File: config.mk
export PLATFORM = sky130hd
export DESIGN_NAME = icache_miss_ctrl
export DESIGN_NICKNAME = d
export VERILOG_FILES = /design/src/rtl/icache_miss_ctrl_pkg.sv /design/src/rtl/icache_miss_ctrl.sv
export SDC_FILE = /design/constraint.sdc
export NUM_CORES = 1
export LEC_CHECK = 0
export BUFFER_PORTS_ARGS = -buffer_cell sky130_fd_sc_hd__clkbuf_2
export CORE_AREA = 2 2 190 192
export DETAILED_ROUTE_END_ITERATION = 7
export DIE_AREA = 0 0 192 194
export HOLD_SLACK_MARGIN = 0.1
export PLACE_DENSITY = 0.4
export SLEW_MARGIN = 10
export SYNTH_ARGS = -nofsm -noshare
export SYNTH_HDL_FRONTEND = slang
export SYNTH_SLANG_ARGS = --single-unit
File: constraint.sdc
create_clock -name CLK -period 1.3 [get_ports CLK]
set_input_delay 0.065 -clock CLK [delete_from_list [all_inputs] [get_ports CLK]]
set_output_delay 0.065 -clock CLK [all_outputs]
set_load 0.02 [all_outputs]
File: src/rtl/icache_miss_ctrl_pkg.sv
// rtl/icache_miss_ctrl_pkg.sv - shared widths and types for the icache line-fill controller
package icache_miss_ctrl_pkg;

    localparam int PA_WIDTH                  = 34;
    localparam int ICACHE_INDEX_WIDTH        = 7;
    localparam int ICACHE_TAG_WIDTH          = 22;
    localparam int ICACHE_BLOCK_SIZE         = 32;
    localparam int ICACHE_FETCH_WIDTH        = 16;
    localparam int ICACHE_BLOCK_OFFSET_WIDTH = 5;
    localparam int ICACHE_FETCH_BITS         = ICACHE_FETCH_WIDTH * 8;
    localparam int ICACHE_PA_BLK_WIDTH       = PA_WIDTH - ICACHE_BLOCK_OFFSET_WIDTH;
    // A line arrives as this many fetch-width beats; the FSM hard-codes two beat states.
    localparam int ICACHE_FILL_BEATS         = ICACHE_BLOCK_SIZE / ICACHE_FETCH_WIDTH;

    typedef enum logic [2:0] {
        IDLE,
        REQ,
        BEAT0,
        BEAT1,
        INSTALL
    } icache_miss_state_t;

    typedef struct packed {
        logic [ICACHE_TAG_WIDTH-1:0]   tag;
        logic [ICACHE_INDEX_WIDTH-1:0] index;
        logic                          way;
        logic                          blkoff;
    } icache_miss_req_t;

endpackage

File: src/rtl/icache_miss_ctrl.sv
// rtl/icache_miss_ctrl.sv - icache line-fill sequencer between icache and l2_cache
module icache_miss_ctrl
    import icache_miss_ctrl_pkg::*;
#(
    parameter bit FWD_CRITICAL = 1'b1
) (
    input  logic                           CLK,
    input  logic                           RST,
    input  logic                           miss_valid,
    output logic                           miss_ready,
    input  logic [ICACHE_TAG_WIDTH-1:0]    miss_tag,
    input  logic [ICACHE_INDEX_WIDTH-1:0]  miss_index,
    input  logic                           miss_way,
    input  logic                           miss_blkoff,
    input  logic                           kill,
    output logic                           l2_req_valid,
    input  logic                           l2_req_ready,
    output logic [ICACHE_PA_BLK_WIDTH-1:0] l2_req_pa_blk,
    output logic                           l2_req_blkoff,
    input  logic                           l2_resp_valid,
    input  logic [ICACHE_FETCH_BITS-1:0]   l2_resp_data,
    output logic                           data_we,
    output logic [ICACHE_INDEX_WIDTH-1:0]  data_index,
    output logic                           data_way,
    output logic                           data_blkoff,
    output logic [ICACHE_FETCH_BITS-1:0]   data_wdata,
    output logic                           tag_we,
    output logic [ICACHE_INDEX_WIDTH-1:0]  tag_index,
    output logic                           tag_way,
    output logic [ICACHE_TAG_WIDTH-1:0]    tag_wdata,
    output logic                           fwd_valid,
    output logic [ICACHE_FETCH_BITS-1:0]   fwd_data,
    output logic                           fill_done
);

    icache_miss_state_t state;
    icache_miss_state_t state_nxt;
    icache_miss_req_t   req_q;
    logic               killed;
    logic               accept;

    assign accept = miss_valid && miss_ready;

    // State register
    always_ff @(posedge CLK) begin
        if (RST) begin
            state <= IDLE;
        end else begin
            state <= state_nxt;
        end
    end

    // Latch the accepted miss; remember a redirect seen while the fill is in flight
    always_ff @(posedge CLK) begin
        if (RST) begin
            req_q  <= '0;
            killed <= 1'b0;
        end else if (accept) begin
            // A kill in the accept cycle targets the previous miss, so the new one starts clean.
            req_q  <= '{tag: miss_tag, index: miss_index, way: miss_way, blkoff: miss_blkoff};
            killed <= 1'b0;
        end else if (kill && (state != IDLE)) begin
            killed <= 1'b1;
        end
    end

    // Next-state: request, two beats, then install tag last
    always_comb begin
        state_nxt = state;
        case (state)
            IDLE:    if (accept)        state_nxt = REQ;
            REQ:     if (l2_req_ready)  state_nxt = BEAT0;
            BEAT0:   if (l2_resp_valid) state_nxt = BEAT1;
            BEAT1:   if (l2_resp_valid) state_nxt = INSTALL;
            INSTALL:                    state_nxt = IDLE;
            default:                    state_nxt = IDLE;
        endcase
    end

    // Outputs: array writes follow the response combinationally; write data is zero when idle
    always_comb begin
        miss_ready    = (state == IDLE);
        l2_req_valid  = (state == REQ);
        l2_req_pa_blk = {req_q.tag, req_q.index};
        l2_req_blkoff = req_q.blkoff;
        data_we       = 1'b0;
        data_index    = req_q.index;
        data_way      = req_q.way;
        data_blkoff   = req_q.blkoff;
        data_wdata    = '0;
        tag_we        = 1'b0;
        tag_index     = req_q.index;
        tag_way       = req_q.way;
        tag_wdata     = req_q.tag;
        fwd_valid     = 1'b0;
        fwd_data      = '0;
        fill_done     = 1'b0;
        case (state)
            BEAT0: begin
                if (l2_resp_valid) begin
                    data_we    = 1'b1;
                    data_wdata = l2_resp_data;
                    fwd_valid  = FWD_CRITICAL && !killed && !kill;
                    if (fwd_valid) begin
                        fwd_data = l2_resp_data;
                    end
                end
            end
            BEAT1: begin
                data_blkoff = ~req_q.blkoff;
                if (l2_resp_valid) begin
                    data_we    = 1'b1;
                    data_wdata = l2_resp_data;
                end
            end
            INSTALL: begin
                tag_we    = 1'b1;
                fill_done = !killed && !kill;
            end
            default: ;
        endcase
    end

endmodule

Word-level counts from Yosys, hierarchy flattened --
Cells that the tools add are included.
Word-level totals: input port bits 165, word-level logic and storage cells 42, output and inout bits 331, register bits 35
Cells by class: equality and inequality tests 8, reduce and logical (&&, ||, !) cells 10, bitwise operators 1, multiplexer cells 17
Operators by type and width (number):
- 128-bit 2-to-1 mux | 5
- 3-bit 2-to-1 mux | 4
- 3-bit case mux with 4 select lines | 1
- 1-bit 2-to-1 mux | 7
- 3-bit by 2-bit == test with 1-bit output, second input constant | 2
- 2-bit by 1-bit inequality test with 1-bit output, second input constant | 2
- 2-bit inequality test, second input constant | 2
- 4-bit AND reduction | 1
- 2-bit OR reduction | 2
- 3-bit by 1-bit == test with 1-bit output, second input constant | 1
- 3-bit == test, second input constant | 1
- 1-bit logical AND | 3
- 3-bit logical NOT | 1
- 3-bit nonzero test | 1
- 1-bit logical NOT | 2
- 1-bit inverter | 1

Longest topological paths before layout --
depth in word-level cells 5, mapped depth 6, gate-level depth less buffers 3

Worst setup path after synthesis --
No wires, ideal clock.
kind reg-to-output, start point register state[2], end point output port fwd_data[118], setup slack -0.300 ns, data arrival time 1.535 ns, data required time 1.235 ns, cell stages (with the launch flop) 6, buffers on the path 2, cell sequence dfxtp_1 -> buf_6 -> and3b_1 -> nor4b_4 -> clkbuf_1 -> and2_1
Between the ends: word-level cells in the longest chain between the ends 2
Ends and longest elaborated chain:
- from (decl) | RTL line icache_miss_ctrl.sv:36 | icache_miss_state_t state;
- from (signal assigned) | RTL line icache_miss_ctrl.sv:49 | state <= state_nxt;
- 3-bit by 2-bit == test with 1-bit output | RTL line icache_miss_ctrl.sv:98 | case (state)
- 128-bit 2-to-1 mux | RTL line icache_miss_ctrl.sv:98
- to (decl) | RTL line icache_miss_ctrl.sv:32 | output logic [ICACHE_FETCH_BITS-1:0] fwd_data,
No other way between the ends.

Worst setup path in the final report --
start point register state[2], end point output port fwd_data[3]
The elaborated chain is that of the path after synthesis.

==> impl_metrics.csv <==
group,metric,value,unit
cts,cts_buffers,5,
logic_synthesis,syn_inst,487,
cells_and_area,fillers,3780,
hold_path,holdPathEnd,"state[0]$_SDFFE_PP0P_",
place,placedCellCount,1387,
logic_synthesis,netlist_top_cells_area,"and2_1 48%, dfxtp_1 21%, buf_4 8.9%",
critical_path,reg2reg_slack,-0.24,ns
logic_synthesis,synth_top_cell_by_area,"and2_1",
cts,htree_levels,2,
logic_synthesis,synth_cell_types,24,
place,gp_congestion,0.800,
hold_path,hp-class,"in -> reg",
place,place_hpwl,19700,um
grt,grt_pass1_vias,4712,
logic_synthesis,yosysWarnings,0,
grt,grt_usage,0.118,
place,numPortBuffers,495,
cells_and_area,layout.area.seq,702,um2
grt,grt_pass1_wl,32300,um
drt,met2WireLength,13400,um
timing,finalMaxSlewViolations,0,
timing,fin_skew,0.0105,ns
hold_path,hold_depth,3,
drt,first_iter_violations,74,
cells_and_area,final_core_util,0.263,
logic_synthesis,syn_area,3360,um2
status,status,"finished with violations",
timing,rsz0062_at_grt,"yes",
die,fp.dieH,194,um
pwr,intPower,2.75,mW
die,boundaryPins,496,
status,violations,"negative setup slack",
drt,wl_met1,10700,um
logic_synthesis,synth.avg_cell_area,6.91,um2
pwr,vdd_drop_max,0.576,mV
drt,highest_layer,"met5",
drt,drc,0,
die,row_count,69,
pwr,power.share.sequential,0.281,
cells_and_area,multi_input_area,2720,um2
timing,hold_viol,0,
pwr,p_leak,4.74,nW
critical_path,end_kind,"primary output",
logic_synthesis,seq_area_frac_synth,0.208,
die,chipWidth,192,um
timing,tns,-136.53,ns
critical_path,crit_required,1.24,ns
pwr,power.density,470,nW/um2
pwr,switching_power,1.61,mW
critical_path,r2r_end,"data_index[4]$_SDFFE_PP0P_",
logic_synthesis,synth_seq_cells,35,
drt,wl,26700,um
timing,setup_ws,-0.614,ns
critical_path,start_kind,"register",
job,drv_cap,0,
timing,period_share,1.47,
grt,grt-ovfl-total,0,
pwr,p_clk_frac,0.281,
cells_and_area,area_growth,176,%
grt,antenna_found_initial,4,
cells_and_area,drive_gt1_frac,0.791,
critical_path,r2r_cells,5,
grt,grt_max_degree,80,
cells_and_area,fin_cells,1464,
pwr,combPwrFrac,0.438,
cts,cts_sinks,35,
die,core-area,35200,um2
cts,cts_buffer_depth,2,
logic_synthesis,synth_nets,652,
drt,first_pass_iters,4,
cts,path_clk_slew,0.06,ns
timing,slew_headroom,0.816,
critical_path,r2r-start,"state[1]$_SDFFE_PP0P_",
drt,num_vias,5191,
cells_and_area,final_nets,1166,
timing,fmax,522,MHz
drt,dr_wl_met3,2040,um
pwr,netSwitchingFraction,0.369,
cts,cts-root-buf,"clkbuf_16",
die,initial_core_util,0.0955,
die,die_area,37200,um2
critical_path,critPathArrivalTime,1.85,ns
timing,tightest_slew,0.273,ns
logic_synthesis,synth_top_cell_area_share,0.480,
timing,min_period,1.91,ns
drt,ant_nets,0,
cts,cts_tree,"built",
critical_path,worstSetupPathType,"reg -> out",
cts,insertion_delay,0.29,ns
drt,viasPerCell,3.55,
critical_path,worstPathMaxFanout,8,
drt,wl_per_cell,18.2,um
hold_path,min-delay-start,"l2_req_ready",
timing,setup_viol,295,
==> power groups by stage <==
| stage | Sequential [mW] | Clock (mW) | Combinational (mW) |
|---|---|---|---|
| 6_report | 1.22 | 1.23 | 1.91 |
| 5_1_grt | 1.24 | 1.33 | 2.03 |
| 4_1_cts | 1.23 | 1.27 | 1.62 |
| 3_5_place_dp | 1.25 | 0 | 1.49 |
| 3_3_place_gp | 1.25 | 0 | 1.49 |
| 2_1_floorplan | 1.31 | 0 | 0.787 |
==> layout by cell type, fill, tap and decap left out, types with 2 or more instances in the layout <==
cell type,count
clkinvlp_4,2
nor4b_4,2
dfxtp_1,34
nor2_1,3
clkbuf_8,37
buf_8,42
nor3_1,2
dlygate4sd3_1,32
clkbuf_4,6
clkbuf_2,294
buf_12,13
and2_4,203
clkbuf_16,18
a21oi_1,32
buf_4,40
nand2_1,64
and2_2,23
buf_16,2
and2_1,32
buf_6,107
==> timing repair <==
| item | in CTS | in global routing |
|---|---|---|
| resized for setup | 153 | 513 |
| pin swaps | 0 | 24 |
| hold buffers | 32 | 0 |
| setup buffers | 5 | 9 |
| cloned | 2 | 21 |
| endpoints found under the hold margin | 32 | 0 |
| endpoints found under the setup margin | 295 | 295 |
==> per-layer routing <==
layer  track usage  vias up
li1              -     2481
met1         0.138     2395
met2         0.215      288
met3        0.0259       25
met4        0.0314        2
met5             0        -
==> cell usage after synthesis, drive strengths merged <==
cell type / instances
a211o: 1
a211oi: 1
a21oi: 32
and2: 258
and3b: 1
buf: 49
clkbuf: 30
dfxtp: 35
nand2: 64
nand2b: 1
nand3: 1
nand3b: 1
nor2: 3
nor3: 2
nor3b: 2
nor4: 1
nor4b: 2
or4b: 1
xnor2: 1
xor2: 1
==> cell families after synthesis <==
logic type | after synthesis | share of synthesized area
AO/OA/AOI/OAI | 34 | 0.0524
buffers and inverters | 79 | 0.148
XOR/XNOR | 2 | 0.00521
AND/OR/NAND/NOR | 337 | 0.586
flip-flops | 35 | 0.208
==> stage by stage <==
step | worst slack, ns | cell area, um2 | total power [mW] | hold WS, ns
3_5_place_dp | -0.420 | 6540 | 2.74 | 0.294
6_report | -0.614 | 9270 | 4.36 | 0.120
3_3_place_gp | -0.357 | 6540 | 2.74 | 0.290
2_1_floorplan | -0.170 | 3860 | 2.10 | 0.181
5_1_grt | -0.711 | 9270 | 4.59 | 0.130
4_1_cts | -0.686 | 7790 | 4.12 | 0.108
==> worst max-delay path: stages, from the launching register on <==
cell and delay [ns]:
dfxtp_2 0.31, and3b_4 0.28, nor4b_4 0.25, buf_12 0.20, buf_12 0.15, clkbuf_16 0.14
and2_4 0.14, buf_8 0.10
==> state kept, by name (all words and copies together) (netlist names) <==
signal,cells
data_index,7
data_way,1
killed,1
l2_req_blkoff,1
state,3
tag_wdata,22
==> worst max-delay path by stage <==
stage,start,endpoint,slack (ns),cells after the start
6_report,state[2]$_SDFFE_PP0P_,fwd_data[3],-0.61,7
5_1_grt,state[2]$_SDFFE_PP0P_,fwd_data[7],-0.71,7
4_1_cts,state[2]$_SDFFE_PP0P_,fwd_data[20],-0.69,7
3_5_place_dp,state[2]$_SDFFE_PP0P_,fwd_data[77],-0.42,6
3_3_place_gp,state[2]$_SDFFE_PP0P_,fwd_data[93],-0.36,6
2_1_floorplan,state[2]$_SDFFE_PP0P_,fwd_data[108],-0.17,6
==> area by class of cell <==
| class | count | share of cell area |
|---|---|---|
| Antenna cell | 1 | 0.000270 |
| Clock buffer | 5 | 0.0135 |
| Clock inverter | 3 | 0.00216 |
| Multi-Input combinational cell | 373 | 0.294 |
| Sequential cell | 35 | 0.0757 |
| Tap cell | 461 | 0.0622 |
| Timing Repair Buffer | 586 | 0.553 |
(Power assumes the default switching activity.)
